**src/rtl/acore_pm_sweep_ctrl_if.sv**
```systemverilog
// Signal bundle between the sweep sequencer, its JTAG config source and the analog-core pm pins.
// ACORE_PM_SWEEP_MAX_EN adds the max_data/max_idx result signals.
interface acore_pm_sweep_ctrl_if #(
  parameter int Nti   = 16,
  parameter int PM_W  = 20,
  parameter int CNT_W = 16
);
  localparam int IDX_W = $clog2(Nti);

  logic                  start;
  logic                  abort;
  logic [Nti-1:0]        slice_mask;
  logic [CNT_W-1:0]      settle_cycles;
  logic [CNT_W-1:0]      meas_cycles;
  logic [Nti*PM_W-1:0]   pm_out_flat;
  logic [Nti-1:0]        en_pm;
  logic                  res_wr;
  logic [IDX_W-1:0]      res_idx;
  logic [PM_W-1:0]       res_data;
  logic                  busy;
  logic                  done;

`ifdef ACORE_PM_SWEEP_MAX_EN
  logic [PM_W-1:0]       max_data;
  logic [IDX_W-1:0]      max_idx;

  modport master (
    output start, abort, slice_mask, settle_cycles, meas_cycles, pm_out_flat,
    input  en_pm, res_wr, res_idx, res_data, busy, done, max_data, max_idx
  );
  modport slave (
    input  start, abort, slice_mask, settle_cycles, meas_cycles, pm_out_flat,
    output en_pm, res_wr, res_idx, res_data, busy, done, max_data, max_idx
  );
`else
  modport master (
    output start, abort, slice_mask, settle_cycles, meas_cycles, pm_out_flat,
    input  en_pm, res_wr, res_idx, res_data, busy, done
  );
  modport slave (
    input  start, abort, slice_mask, settle_cycles, meas_cycles, pm_out_flat,
    output en_pm, res_wr, res_idx, res_data, busy, done
  );
`endif
endinterface

```
**src/rtl/acore_pm_sweep_ctrl.sv**
```systemverilog
// Phase-monitor sweep sequencer: enables one ADC slice at a time, waits settle+measure, captures pm_out.
// Optional ACORE_PM_SWEEP_MAX_EN tracks the largest captured word and its slice index.
module acore_pm_sweep_ctrl #(
  parameter int Nti   = 16,
  parameter int PM_W  = 20,
  parameter int CNT_W = 16
) (
  input  logic                  clk,
  input  logic                  rst,
  acore_pm_sweep_ctrl_if.slave  sw
);
  localparam int IDX_W = $clog2(Nti);
  localparam logic [IDX_W-1:0] LAST_IDX = IDX_W'(Nti - 1);

  typedef enum logic [2:0] {
    S_IDLE, S_SEEK, S_SETTLE, S_MEAS, S_CAPTURE, S_FINISH
  } state_e;

  state_e           state_q, state_d;
  logic [Nti-1:0]   mask_q, mask_d;
  logic [CNT_W-1:0] settle_q, settle_d;
  logic [CNT_W-1:0] meas_q, meas_d;
  logic [CNT_W-1:0] cnt_q, cnt_d;
  logic [IDX_W-1:0] idx_q, idx_d;
  logic [Nti-1:0]   en_pm_q, en_pm_d;
  logic             res_wr_q, res_wr_d;
  logic [IDX_W-1:0] res_idx_q, res_idx_d;
  logic [PM_W-1:0]  res_data_q, res_data_d;
  logic [PM_W-1:0]  pm_sel;

  always_comb begin
    pm_sel = '0;
    for (int unsigned i = 0; i < Nti; i++) begin
      if (idx_q == IDX_W'(i)) pm_sel = sw.pm_out_flat[i*PM_W +: PM_W];
    end
  end

  always_comb begin
    state_d    = state_q;
    mask_d     = mask_q;
    settle_d   = settle_q;
    meas_d     = meas_q;
    cnt_d      = cnt_q;
    idx_d      = idx_q;
    en_pm_d    = en_pm_q;
    res_wr_d   = 1'b0;
    res_idx_d  = res_idx_q;
    res_data_d = res_data_q;
    if (sw.abort) begin
      state_d = S_IDLE;
      en_pm_d = '0;
    end else begin
      unique case (state_q)
        S_IDLE: begin
          if (sw.start) begin
            mask_d   = sw.slice_mask;
            settle_d = sw.settle_cycles;
            meas_d   = sw.meas_cycles;
            idx_d    = '0;
            state_d  = (sw.slice_mask == '0) ? S_FINISH : S_SEEK;
          end
        end
        S_SEEK: begin
          if (mask_q[idx_q]) begin
            en_pm_d        = '0;
            en_pm_d[idx_q] = 1'b1;
            cnt_d          = settle_q;
            state_d        = S_SETTLE;
          end else if (idx_q == LAST_IDX) begin
            state_d = S_FINISH;
          end else begin
            idx_d = idx_q + IDX_W'(1);
          end
        end
        S_SETTLE: begin
          if (cnt_q == '0) begin
            cnt_d   = meas_q;
            state_d = S_MEAS;
          end else begin
            cnt_d = cnt_q - CNT_W'(1);
          end
        end
        S_MEAS: begin
          // Sample and drop en_pm on the edge leaving MEAS so res_wr and en_pm=0 coincide with CAPTURE.
          if (cnt_q == '0) begin
            en_pm_d    = '0;
            res_wr_d   = 1'b1;
            res_idx_d  = idx_q;
            res_data_d = pm_sel;
            state_d    = S_CAPTURE;
          end else begin
            cnt_d = cnt_q - CNT_W'(1);
          end
        end
        S_CAPTURE: begin
          if (idx_q == LAST_IDX) begin
            state_d = S_FINISH;
          end else begin
            idx_d   = idx_q + IDX_W'(1);
            state_d = S_SEEK;
          end
        end
        S_FINISH: state_d = S_IDLE;
        default:  state_d = S_IDLE;
      endcase
    end
  end

  always_ff @(posedge clk or posedge rst) begin
    if (rst) begin
      state_q    <= S_IDLE;
      mask_q     <= '0;
      settle_q   <= '0;
      meas_q     <= '0;
      cnt_q      <= '0;
      idx_q      <= '0;
      en_pm_q    <= '0;
      res_wr_q   <= 1'b0;
      res_idx_q  <= '0;
      res_data_q <= '0;
    end else begin
      state_q    <= state_d;
      mask_q     <= mask_d;
      settle_q   <= settle_d;
      meas_q     <= meas_d;
      cnt_q      <= cnt_d;
      idx_q      <= idx_d;
      en_pm_q    <= en_pm_d;
      res_wr_q   <= res_wr_d;
      res_idx_q  <= res_idx_d;
      res_data_q <= res_data_d;
    end
  end

  assign sw.en_pm    = en_pm_q;
  assign sw.res_wr   = res_wr_q;
  assign sw.res_idx  = res_idx_q;
  assign sw.res_data = res_data_q;
  assign sw.busy     = (state_q != S_IDLE);
  assign sw.done     = (state_q == S_FINISH);

`ifdef ACORE_PM_SWEEP_MAX_EN
  logic [PM_W-1:0]  max_data_q, max_data_d;
  logic [IDX_W-1:0] max_idx_q, max_idx_d;

  always_comb begin
    max_data_d = max_data_q;
    max_idx_d  = max_idx_q;
    if (state_q == S_IDLE && sw.start && !sw.abort) begin
      max_data_d = '0;
      max_idx_d  = '0;
    end else if (res_wr_q && (res_data_q > max_data_q)) begin
      max_data_d = res_data_q;
      max_idx_d  = res_idx_q;
    end
  end

  always_ff @(posedge clk or posedge rst) begin
    if (rst) begin
      max_data_q <= '0;
      max_idx_q  <= '0;
    end else begin
      max_data_q <= max_data_d;
      max_idx_q  <= max_idx_d;
    end
  end

  assign sw.max_data = max_data_q;
  assign sw.max_idx  = max_idx_q;
`endif
endmodule
```
**src/flat_wrapper.sv**
```systemverilog
// flat-port wrapper written by rule: the top's interface ports become plain ports
module acore_pm_sweep_ctrl_flat 
#(
  parameter int Nti   = 16,
  parameter int PM_W  = 20,
  parameter int CNT_W = 16
)
  (clk, rst, sw_start, sw_abort, sw_slice_mask, sw_settle_cycles, sw_meas_cycles, sw_pm_out_flat, sw_en_pm, sw_res_wr, sw_res_idx, sw_res_data, sw_busy, sw_done);
  acore_pm_sweep_ctrl_if #(.Nti(Nti), .PM_W(PM_W), .CNT_W(CNT_W)) sw_i ();
  input  logic clk;
  input  logic rst;
  input wire logic [$bits(sw_i.start)-1:0] sw_start;
  input wire logic [$bits(sw_i.abort)-1:0] sw_abort;
  input wire logic [$bits(sw_i.slice_mask)-1:0] sw_slice_mask;
  input wire logic [$bits(sw_i.settle_cycles)-1:0] sw_settle_cycles;
  input wire logic [$bits(sw_i.meas_cycles)-1:0] sw_meas_cycles;
  input wire logic [$bits(sw_i.pm_out_flat)-1:0] sw_pm_out_flat;
  output wire logic [$bits(sw_i.en_pm)-1:0] sw_en_pm;
  output wire logic [$bits(sw_i.res_wr)-1:0] sw_res_wr;
  output wire logic [$bits(sw_i.res_idx)-1:0] sw_res_idx;
  output wire logic [$bits(sw_i.res_data)-1:0] sw_res_data;
  output wire logic [$bits(sw_i.busy)-1:0] sw_busy;
  output wire logic [$bits(sw_i.done)-1:0] sw_done;
  assign sw_i.start = sw_start;
  assign sw_i.abort = sw_abort;
  assign sw_i.slice_mask = sw_slice_mask;
  assign sw_i.settle_cycles = sw_settle_cycles;
  assign sw_i.meas_cycles = sw_meas_cycles;
  assign sw_i.pm_out_flat = sw_pm_out_flat;
  assign sw_en_pm = sw_i.en_pm;
  assign sw_res_wr = sw_i.res_wr;
  assign sw_res_idx = sw_i.res_idx;
  assign sw_res_data = sw_i.res_data;
  assign sw_busy = sw_i.busy;
  assign sw_done = sw_i.done;
  acore_pm_sweep_ctrl #(.Nti(Nti), .PM_W(PM_W), .CNT_W(CNT_W)) u_core (.clk(clk), .rst(rst), .sw(sw_i));
endmodule
```
**config.mk**
```make
export PLATFORM = sky130hd
export DESIGN_NAME = acore_pm_sweep_ctrl_flat
export DESIGN_NICKNAME = d
export VERILOG_FILES = /design/src/rtl/acore_pm_sweep_ctrl_if.sv /design/src/rtl/acore_pm_sweep_ctrl.sv /design/src/flat_wrapper.sv
export SDC_FILE = /design/constraint.sdc
export NUM_CORES = 1
export LEC_CHECK = 0
export BUFFER_PORTS_ARGS = -buffer_cell sky130_fd_sc_hd__buf_2
export CAP_MARGIN = 20
export CORE_AREA = 2 2 160 162
export DETAILED_ROUTE_END_ITERATION = 16
export DIE_AREA = 0 0 162 164
export GPL_TIMING_DRIVEN = 0
export SETUP_SLACK_MARGIN = 0.5
export SYNTH_ARGS = -nofsm -noshare
export SYNTH_HDL_FRONTEND = slang
export SYNTH_SLANG_ARGS = --single-unit
```
**constraint.sdc**
```tcl
create_clock -name clk -period 4.8 [get_ports clk]
set_input_delay 0.96 -clock clk [delete_from_list [all_inputs] [get_ports clk]]
set_output_delay 0.96 -clock clk [all_outputs]
set_load 0.005 [all_outputs]
```
==> results.md, run 1 <==
* Proportion of layout cells with a drive suffix above 1 at roughly 30%
* Sequential fraction of the synthesis area at 32.1%
* Starting DRT DRC Count at between 1000 and 1500
* Die Y at around 160 um
* Drt first pass iters at 5
* Largest stage delay, worst path at 0.46 ns
* Clock-pin slew on the worst setup and hold paths at approximately 0.08 ns
* Cells taking the most area after synthesis: sky130_fd_sc_hd__dfrtp_1 (32%), sky130_fd_sc_hd__nand2_1 (10%), sky130_fd_sc_hd__o21ai_0 (5.9%)
* Arrival time reported for the critical path endpoint at 4.09 ns
* Number of cell rows at 58
* Minimum setup slack among reg-to-reg paths at between 0.9 and 1 ns
* Cell leakage power at 0.00538 uW
* Max-Cap Viols at 0
* Worst slack at placement at 1.07 ns
* Count of synthesis-stage warnings from yosys at 0
* Post-synthesis mux area share at 3.59%
* Global-route total usage across every layer at between 30 and 40%
* Clock latency on the worst-skew pair at roughly 0.36 ns
* Final count of pins violating max slew at 0
* Number of buffers on the longest clock path at 2
* Net Switching at roughly 2200 uW
* Final RePlAce weighted congestion at between 1 and 1.5
* Adder-Cell Fraction of Synth Area at less than 1%
* Final design instance area without fill at ~12000 um2
* Placed Instance Area at 11200 um2
* Cell internal power dissipation at between 2000 and 3000 uW
* CTS tree: built
* Critical path required time at approximately 5.1 ns
* Area growth from synthesis to layout at 32.3%
* Placed Cells at about 1900
* Final Skew at 0.0190 ns
* PostCTS Resize Cnt at 0
* Number of buffers inserted by port buffering at slightly above 400
* Number of global-route vias before repair at approximately 11000
* Net count after synthesis at 1554
* Combinational family with the most area after synthesis: compound AO/OA/AOI/OAI gates
* Startpoint type of the worst setup path: flip-flop
* Die W at about 160 um
* CP bufs+invs at 6
* Wire length of the first global-routing pass at between 60000 and 70000 um
* Number of failing setup endpoints in the final timing report at 0
* Number of storage elements in the synthesis netlist at ~110
* Xor and xnor area share after synthesis at less than 1%
* Distinct cell type count of the synthesized netlist at 65
* Simple-gate share of the synthesized area at approximately 23%
* VDD IR-drop max at 0.220 mV
* Detailed-route via count at about 11000
* Mean Syn Cell Area at about 7.4 um2
* Comb pwr share at between 50% and 60%
* Largest driver fanout on the critical path at 10
* Register share of total power at 29.3%
* Most instantiated flip-flop cell in the synthesis netlist: sky130_fd_sc_hd__dfrtp_1
* Most prevalent standard cell on the critical path: sky130_fd_sc_hd__clkbuf_1
* Setup Crit Path Kind: reg2reg
* Critical-path top delay cell: sky130_fd_sc_hd__clkbuf_1
* Compound-gate portion of the synthesized area at roughly a third
* Final period demand of the worst path at 3.80 ns
* Post-detailed-placement half-perimeter wirelength at 37800 um
* Wire per inst at roughly 23 um
* Core Footprint at ~25000 um2
* Drt drc at 0
* Headroom to the max-slew limit at 50.1%
* Number of buffers added for setup after CTS at 0
* CP delay by family, top: buffers and inverters
* Maximum number of pins on one net before global-route repair at slightly below 70
* Share of synthesized registers carrying an async set or reset at between 90% and 100%
* Post-DRT Antenna Nets at 0
* Slew at the pin closest to its max-slew limit at roughly 0.75 ns
* Worst setup slack after layout at between 0.9 and 1 ns
* Total congestion overflow at 0
* Count of flip-flops with a built-in enable after synthesis at 0
* Setup repair after global routing missed its margin: false
* Highest Clock Rate at about 0.26 GHz
* Net switching share of the total power at 46.2%
* Level count of the clock H-tree at 3
* Post-cts hold buffer count at 0
* List of most frequent post-synthesis cells: sky130_fd_sc_hd__nand2_1 (234), sky130_fd_sc_hd__dfrtp_1 (112), sky130_fd_sc_hd__o21ai_0 (103)
* Cell taking the most area after synthesis: sky130_fd_sc_hd__dfrtp_1
* CTS sink cnt at about 110
* Period utilization at roughly four fifths
* Type of element capturing the critical path: flip-flop
* Final WL at between 40000 and 50000 um
* Cts bufs inserted at 9
* Tightest hold margin at 0.481 ns
* Final hold violation count at 0
* Final Instance Count excl. Fillers at just under 2000
* Number of antenna violations at the first check in global routing at 15
* Total Neg Setup Slack at 0 ns
* Chain of cells forming the critical path: clkbuf_1 > inv_1 > ha_1 > clkbuf_1 > clkbuf_1 > o31a_1 > clkbuf_1 > clkbuf_1 > a21oi_1 > o22ai_1 > nand2_1 > a21oi_1
* Worst min-delay path category: reg2reg
* Top-area cell type share of the netlist area at about a third
* PD cells at 410 nW/um2
* Result of the run: completed
* Starting density of the core at a little over a third
* Gate count of the mapped netlist at 1176
* I/O Pins at between 400 and 500
* Die Footprint at about 27000 um2
* Master cell of the clock root buffer: sky130_fd_sc_hd__clkbuf_16
* Relative contribution of the clock network to total power at ~16%
* Mapped Area at ~8700 um2
* Via density at between 5 and 6
* Most common cell in the netlist: sky130_fd_sc_hd__nand2_1
* Layout net count at 1979
==> sequential cells by signal (all words and copies together), names as in the netlist <==
| name | cells |
|---|---|
| u_core.mask_q | 16 |
| u_core.meas_q | 16 |
| u_core.cnt_q | 16 |
| u_core.sw.en_pm | 16 |
| u_core.settle_q | 16 |
| u_core.sw.res_data | 20 |
| u_core.state_q | 3 |
| u_core.sw.res_idx | 4 |
| u_core.idx_q | 4 |
| u_core.sw.res_wr | 1 |
==> final cells by class <==
class | count | area (um2)
diodes | 6 | 15.0
plain buffers | 116 | 450
clock buffers | 10 | 229
clock inverters | 6 | 61.3
fillers | 2702 | 13300
inverters | 12 | 50.0
multi-input cells | 936 | 5440
flip-flops and latches | 112 | 2800
well taps | 330 | 413
repair buffers | 414 | 2090
==> stage by stage <==
| stage | total power (uW) | util [%] |
|---|---|---|
| after floorplan | 2960 | - |
| after global placement | 3940 | 45.2 |
| after global routing | 5010 | 46.5 |
| after CTS | 4710 | 46.5 |
| after detailed placement | 3950 | 45.3 |
| final | 4730 | 46.6 |
==> power by group through the flow <==
stage / registers, uW / logic (uW) / clock network (uW)
global route: 1420 / 2790 / 801
detailed placement: 1400 / 2550 / 0
finish: 1390 / 2590 / 751
CTS: 1380 / 2560 / 763
floorplan: 1350 / 1610 / 0
global placement: 1400 / 2540 / 0
==> layout by cell type, fill, tap and decap left out, types with 19 or more instances in the layout <==
master                      instances
sky130_fd_sc_hd__dfrtp_1          112
sky130_fd_sc_hd__o21ai_0          103
sky130_fd_sc_hd__clkbuf_1         102
sky130_fd_sc_hd__o22ai_1           40
sky130_fd_sc_hd__mux2_2            19
sky130_fd_sc_hd__a22oi_1           27
sky130_fd_sc_hd__nor2b_1           26
sky130_fd_sc_hd__nand2_1          234
sky130_fd_sc_hd__a21oi_1           98
sky130_fd_sc_hd__a22o_1            23
sky130_fd_sc_hd__o22a_1            27
sky130_fd_sc_hd__nor2_1            94
sky130_fd_sc_hd__o2bb2ai_1         20
sky130_fd_sc_hd__buf_2            421
sky130_fd_sc_hd__o21a_1            20
==> per-layer routing <==
metal | global-route usage [%] | vias up | wire (um)
li1 | - | 5188 | -
met4 | 14.7 | 8 | 2260
met1 | 42.0 | 5256 | 18300
met3 | 5.83 | 131 | 3660
met5 | 0 | - | 50
met2 | 55.3 | 600 | 21200
==> worst min-delay path: stages (launching register included) <==
cell and delay (ns):
sky130_fd_sc_hd__dfrtp_1 0.35, sky130_fd_sc_hd__nand2_1 0.05, sky130_fd_sc_hd__nand2_1 0.05
==> cell families (layout without fill, tap and decap cells) <==
| family | count (synthesis) | count (layout) |
|---|---|---|
| adders and majority gates | 6 | 6 |
| buffers and inverters | 128 | 558 |
| muxes | 29 | 29 |
| and+or+nand+nor | 447 | 447 |
| xor gates and xnor gates | 2 | 2 |
| other | 0 | 6 |
| DFF | 112 | 112 |
| AOI/OAI and AO/OA | 452 | 452 |
==> worst paths after layout <==
path / start / end / cells after the start
max: u_core.idx_q[0]$_DFFE_PP0P_ / u_core.sw.res_data[2]$_DFFE_PP0P_ / 12
min in group asynchronous: rst / u_core.sw.res_data[8]$_DFFE_PP0P_ / 2
min: u_core.mask_q[5]$_DFFE_PP0P_ / u_core.mask_q[5]$_DFFE_PP0P_ / 2
max reg2reg: u_core.idx_q[0]$_DFFE_PP0P_ / u_core.sw.res_data[2]$_DFFE_PP0P_ / 12
min reg2reg: u_core.mask_q[5]$_DFFE_PP0P_ / u_core.mask_q[5]$_DFFE_PP0P_ / 2
max in group asynchronous: rst / u_core.cnt_q[14]$_DFFE_PP0P_ / 3
Note: power is estimated with default switching activity, not from simulation.
==> inputs of run 2 (changes only) <==
Clock period 4.8 ns to 3.6 ns, I/O delays scaled along.
==> results.md, run 2 (synthesis gave the netlist of run 1 again) <==
* Final RePlAce weighted congestion at 1.01 (-1.4%)
* Setup repair after global routing missed its margin: true
* Worst min-delay path category: reg2reg
* Die Y at 164 um (unchanged)
* Level count of the clock H-tree at 3 (unchanged)
* Drt drc at 0 (unchanged)
* Share of the core filled with cells at 47.3% (+0.79 points)
* I/O Pins at 415 (unchanged)
* Wire length of the first global-routing pass at 69500 um (+6.6%)
* Number of cell rows at 58 (unchanged)
* Die W at 162 um (unchanged)
* Post-DRT Antenna Nets at 0 (unchanged)
* Final period demand of the worst path at 2.99 ns (-0.813 ns)
* Fill count at 2656 (-1.7%)
* Critical path required time at 3.83 ns (-1.26 ns)
* VDD IR-drop max at 0.329 mV (+50%)
* Max-Cap Viols at 0 (unchanged)
* CP delay by family, top: buffers and inverters
* Final WL at 48500 um (+6.7%)
* Minimum setup slack among reg-to-reg paths at 0.61 ns (-0.39 ns)
* Number of buffers on the longest clock path at 2 (unchanged)
* Largest stage delay, worst path at 0.54 ns (+0.08 ns)
* Commonest non-fill, non-tap cell in the layout: sky130_fd_sc_hd__buf_2
* CTS sink cnt at 112 (unchanged)
* Cell leakage power at 0.00557 uW (+3.5%)
* Period utilization at 83.1% (+3.8 points)
* Final count of pins violating max slew at 0 (unchanged)
* Worst setup slack after layout at 0.609 ns (-0.387 ns)
* Area growth from synthesis to layout at 34.5%
* Setup Crit Path Kind: reg2reg
* Arrival time reported for the critical path endpoint at 3.22 ns (-0.87 ns)
* Highest Clock Rate at 0.334 GHz (+27%)
* Largest driver fanout on the critical path at 10 (unchanged)
* Global-route total usage across every layer at 35.5% (+2.4 points)
* Number of flip-flops in the largest register at 20 (unchanged)
* Core Footprint at 24800 um2 (unchanged)
* CP bufs+invs at 3 (-3)
* Number of failing setup endpoints in the final timing report at 0 (unchanged)
* Wire per inst at 24.9 um (+6.3%)
* Via density at 5.82 (+0.99%)
* Number of buffers inserted by port buffering at 413 (unchanged)
* Total congestion overflow at 0 (unchanged)
* Tightest hold margin at 0.478 ns (-0.00300 ns)
* Detailed-route via count at 11300 (+1.4%)
* Result of the run: completed
* Headroom to the max-slew limit at 46.8% (-3.3 points)
* Layout net count at 1983 (+0.20%)
* Cts bufs inserted at 9 (unchanged)
* Slew at the pin closest to its max-slew limit at 0.796 ns (+0.0482 ns)
* Clock latency on the worst-skew pair at 0.36 ns (about the same)
* Startpoint type of the worst setup path: flip-flop
* Critical-path top delay cell: sky130_fd_sc_hd__dfrtp_1
* Master cell of the clock root buffer: sky130_fd_sc_hd__clkbuf_16
* Worst slack at placement at -0.295 ns (-1.37 ns)
* Proportion of layout cells with a drive suffix above 1 at 33.7% (+3.6 points)
* Maximum number of pins on one net before global-route repair at 42 (-39%)
* Starting density of the core at 35.2% (unchanged)
* CTS tree: built
* Starting DRT DRC Count at 1178 (-5.0%)
* Chain of cells forming the critical path: buf_2 > or2_2 > clkbuf_1 > clkbuf_2 > o2bb2ai_1 > a221oi_1 > o22ai_1 > nand2_1 > a21oi_1
* Final hold violation count at 0 (unchanged)
* Number of antenna violations at the first check in global routing at 13 (-2)
* Clock-pin slew on the worst setup and hold paths at 0.09 ns (about the same)
* PD cells at 552 nW/um2 (+35%)
* Post-detailed-placement half-perimeter wirelength at 40000 um (+6.0%)
* Total Neg Setup Slack at 0 ns (unchanged)
* Drt first pass iters at 7 (+2)
* Final Skew at 0.0156 ns (-0.00343 ns)
* Commonest cells after routing, fill and taps aside: sky130_fd_sc_hd__buf_2 (423), sky130_fd_sc_hd__nand2_1 (234), sky130_fd_sc_hd__dfrtp_1 (112)
* Die Footprint at 26600 um2 (unchanged)
* Type of element capturing the critical path: flip-flop
* Number of global-route vias before repair at 10800 (+2.1%)
run 2: changes by cell type in the layout (fill, tap and decap cells not counted), sizes merged:
cell    previous run  this run
clkbuf           112       111
buf              428       432
diode              6        10
inv               12        13
run 2: final timing paths:
check / start / to / depth (start not counted)
min in group asynchronous: rst / u_core.mask_q[1]$_DFFE_PP0P_ / 2
min: u_core.mask_q[4]$_DFFE_PP0P_ / u_core.mask_q[4]$_DFFE_PP0P_ / 2
max reg2reg: u_core.idx_q[3]$_DFFE_PP0P_ / u_core.sw.res_data[10]$_DFFE_PP0P_ / 9
max in group asynchronous: rst / u_core.sw.res_data[16]$_DFFE_PP0P_ / 3
min reg2reg: u_core.mask_q[4]$_DFFE_PP0P_ / u_core.mask_q[4]$_DFFE_PP0P_ / 2
max: u_core.idx_q[3]$_DFFE_PP0P_ / u_core.sw.res_data[10]$_DFFE_PP0P_ / 9
run 2: cell type report:
type / instances / area (um2) / share of cell area [%]
plain buffers: 116 / 515 / 4.39
inverters: 12 / 51.3 / 0.437
repair buffers: 418 / 2130 / 18.1
clock buffers: 9 / 225 / 1.92
well taps: 330 / 413 / 3.51
multi-input cells: 936 / 5510 / 46.9
diodes: 10 / 25.0 / 0.213
clock inverters: 7 / 80.1 / 0.682
flip-flops and latches: 112 / 2800 / 23.9
run 2: what timing repair did:
item	4_1_cts	5_1_grt
hold buffers	0	0
buffers inserted	3	0
gates cloned	0	0
gates resized for setup	31	56
endpoints found under the setup margin	22	31
run 2: metal layers:
| layer | wire length (um) | vias up | track usage, % |
|---|---|---|---|
| met4 | 1790 | 4 | 13.0 |
| met1 | 20000 | 5454 | 46.3 |
| li1 | - | 5208 | - |
| met5 | 23 | - | 0 |
| met2 | 23000 | 565 | 59.5 |
| met3 | 3700 | 109 | 5.91 |
run 2: stage by stage:
step | cell area (um2) | cells | power [uW]
final | 11700 | 1950 | 6480
after global routing | 11700 | 1946 | 6870
after CTS | 11600 | 1940 | 6380
after detailed placement | 11300 | 1921 | 5310
after global placement | 11200 | 1919 | 5300
after floorplan | 8740 | 1176 | 3950
run 2: worst reg2reg max path, delay by kind of cell, from the launching register on:
kind            cells  cell delay [ns]
buf+inv             3             1.14
compound gates      4             0.82
flops               1             0.54
simple gates        2             0.38
run 2: report_power, final:
group | switching [uW] | total (uW) | internal [uW]
sequential | 271 | 1870 | 1600
combinational | 2200 | 3590 | 1380
clock | 530 | 1030 | 499
total | 3000 | 6480 | 3480
==> inputs of run 3 (changes only) <==
Settings changed: CORE_AREA 2 2 160 162 to 2 2 159 161, DIE_AREA 0 0 162 164 to 0 0 161 163, PLACE_DENSITY set to 0.67.
Clock period 3.6 ns to 2.7 ns, I/O delays scaled along.
==> results.md, run 3 (synthesis gave the netlist of run 1 again) <==
* Result of the run: completed
* Number of global-route vias before repair at 11900 (+11%)
* Startpoint type of the worst setup path: flip-flop
* Die Y at 163 um (-0.61%)
* Startpoint of the lowest-slack register-to-register path: u_core.idx_q[1]$_DFFE_PP0P_
* PD cells at 749 nW/um2 (+36%)
* Number of flip-flops in the largest register at 20 (unchanged)
* Clock latency on the worst-skew pair at 0.37 ns (about the same)
* Final count of pins violating max slew at 0 (unchanged)
* Wire length of the first global-routing pass at 72600 um (+4.4%)
* Number of cell rows at 58 (unchanged)
* Level count of the clock H-tree at 3 (unchanged)
* Cell leakage power at 0.00669 uW (+20%)
* Via density at 5.99 (+3.0%)
* Starting density of the core at 35.4% (+0.21 points)
* VDD IR-drop max at 0.411 mV (+25%)
* Die W at 161 um (-0.62%)
* Post-DRT Antenna Nets at 0 (unchanged)
* Highest Clock Rate at 0.402 GHz (+20%)
* Slew at the pin closest to its max-slew limit at 0.903 ns (+0.107 ns)
* Total power after layout at 11200 uW (+72%)
* Worst setup path start: u_core.idx_q[1]$_DFFE_PP0P_
* Total congestion overflow at 0 (unchanged)
* Period utilization at 92.2% (+9.1 points)
* Global-route total usage across every layer at 36.9% (+1.4 points)
* Final hold violation count at 0 (unchanged)
* Cts bufs inserted at 9 (unchanged)
* Starting DRT DRC Count at 1304 (+11%)
* Setup repair after global routing missed its margin: true
* Largest driver fanout on the critical path at 5 (-5)
* Area growth from synthesis to layout at 70.7%
* Minimum setup slack among reg-to-reg paths at 0.21 ns (-0.40 ns)
* Worst setup slack after layout at 0.211 ns (-0.398 ns)
* Final Skew at 0.0148 ns (-0.000799 ns)
* Number of failing setup endpoints in the final timing report at 0 (unchanged)
* Number of buffers inserted by port buffering at 413 (unchanged)
* Arrival time reported for the critical path endpoint at 2.74 ns (-0.48 ns)
* Fill count at 2179 (-18%)
* Die Footprint at 26200 um2 (-1.2%)
* Final WL at 50900 um (+4.9%)
* Number of antenna violations at the first check in global routing at 13 (unchanged)
* Setup Crit Path Kind: reg2reg
* Worst slack at placement at -0.721 ns (-0.426 ns)
* Post-detailed-placement half-perimeter wirelength at 38000 um (-5.0%)
* Max-Cap Viols at 0 (unchanged)
* Placed Instance Area at 11400 um2 (+0.89%)
* CTS sink cnt at 112 (unchanged)
* Master cell of the clock root buffer: sky130_fd_sc_hd__clkbuf_16
* Drt first pass iters at 5 (-2)
* Type of element capturing the critical path: flip-flop
* CTS tree: built
* Clock-pin slew on the worst setup and hold paths at 0.09 ns (about the same)
* Total Neg Setup Slack at 0 ns (unchanged)
* Detailed-route via count at 12200 (+7.5%)
* Drt drc at 0 (unchanged)
* Wire per inst at 25.0 um (+0.54%)
* Final design instance area without fill at 14900 um2 (+27%)
* Proportion of layout cells with a drive suffix above 1 at 52.3% (+19 points)
* R2R cell count at 10 (+1)
* Core Footprint at 24700 um2 (-0.58%)
* CP endpoint: u_core.sw.en_pm[12]$_DFFE_PP0P_
* Headroom to the max-slew limit at 39.7% (-7.1 points)
* Commonest cells after routing, fill and taps aside: sky130_fd_sc_hd__buf_2 (417), sky130_fd_sc_hd__nand2_1 (217), sky130_fd_sc_hd__dfrtp_1 (109)
* Critical R2R Capture: u_core.sw.en_pm[12]$_DFFE_PP0P_
* Final RePlAce weighted congestion at 1.03 (+1.7%)
* Maximum number of pins on one net before global-route repair at 42 (unchanged)
* Commonest non-fill, non-tap cell in the layout: sky130_fd_sc_hd__buf_2
* Layout net count at 2066 (+4.2%)
* Number of buffers on the longest clock path at 2 (unchanged)
* Final period demand of the worst path at 2.49 ns (-0.502 ns)
* Worst min-delay path category: in2async
* I/O Pins at 415 (unchanged)
* Tightest hold margin at 0.345 ns (-0.133 ns)
* Critical path required time at 2.95 ns (-0.88 ns)
## run 3: cell count changes in the layout (fill, tap and decap cells not counted), moves of 16 or more
cell and change:
sky130_fd_sc_hd__clkbuf_8 +16, sky130_fd_sc_hd__a21oi_1 -47, sky130_fd_sc_hd__buf_6 +25, sky130_fd_sc_hd__nand2_2 +17, sky130_fd_sc_hd__o21ai_1 +17, sky130_fd_sc_hd__buf_8 +17
sky130_fd_sc_hd__o22ai_2 +20, sky130_fd_sc_hd__nand2_1 -17, sky130_fd_sc_hd__clkbuf_1 -47, sky130_fd_sc_hd__a21oi_2 +34, sky130_fd_sc_hd__buf_4 +62, sky130_fd_sc_hd__o21ai_0 -28
sky130_fd_sc_hd__o22ai_1 -27
## run 3: worst min-delay path by stage
stage | startpoint | to | slack, ns
floorplan | u_core.settle_q[11]$_DFFE_PP0P_ | u_core.settle_q[11]$_DFFE_PP0P_ | 0.44
global placement | u_core.mask_q[6]$_DFFE_PP0P_ | u_core.mask_q[6]$_DFFE_PP0P_ | 0.46
detailed placement | u_core.mask_q[1]$_DFFE_PP0P_ | u_core.mask_q[1]$_DFFE_PP0P_ | 0.46
CTS | sw_settle_cycles[8] | u_core.settle_q[8]$_DFFE_PP0P_ | 0.35
global route | sw_settle_cycles[8] | u_core.settle_q[8]$_DFFE_PP0P_ | 0.35
finish | rst | u_core.mask_q[4]$_DFFE_PP0P_ | 0.34
## run 3: cell type report
cell class	count	area, um2	area share, %
tap	330	413	2.77
timing repair buffer	501	2980	20.0
buffer	116	1140	7.66
inverter	12	86.3	0.579
clock buffer	9	225	1.51
clock inverter	7	85.1	0.571
sequential	112	2810	18.8
multi-input combinational	936	7140	47.9
antenna	12	30.0	0.201
## run 3: report_power, final
group          switching [uW]  internal (uW)  leakage [uW]  total (uW)
sequential                382           2130       0.00146        2510
combinational            3840           3400       0.00508        7240
clock                     738            670      0.000152        1410
## run 3: metal layers
metal	wire, um	track usage, %	up-vias
li1	-	-	5395
met1	19500	45.1	5854
met2	23900	62.3	751
met3	4440	7.59	192
met4	3160	18.1	0
met5	0	0	-
## run 3: what timing repair did
item                                    4_1_cts  5_1_grt
gates resized for setup                     438      181
endpoints found under the setup margin       81       86
hold buffers                                  0        0
pin swaps                                    92       75
gates cloned                                 13        2
buffers inserted                             58       13
## run 3: worst max-delay path: stages, from the launching register on
cell and delay (ns):
sky130_fd_sc_hd__dfrtp_1 0.42, sky130_fd_sc_hd__buf_6 0.15, sky130_fd_sc_hd__buf_12 0.13, sky130_fd_sc_hd__buf_8 0.13, sky130_fd_sc_hd__mux2i_2 0.19, sky130_fd_sc_hd__nand3_1 0.14, sky130_fd_sc_hd__nand4_1 0.26, sky130_fd_sc_hd__nand2_2 0.13
sky130_fd_sc_hd__nor3_4 0.30, sky130_fd_sc_hd__buf_6 0.20, sky130_fd_sc_hd__mux2_4 0.32
## run 3: stage by stage
stage               instances  util, %
CTS                      2008     57.4
global route             2031     60.4
detailed placement       1921     46.0
global placement         1919     45.9
finish                   2035     60.4
floorplan                1176        -
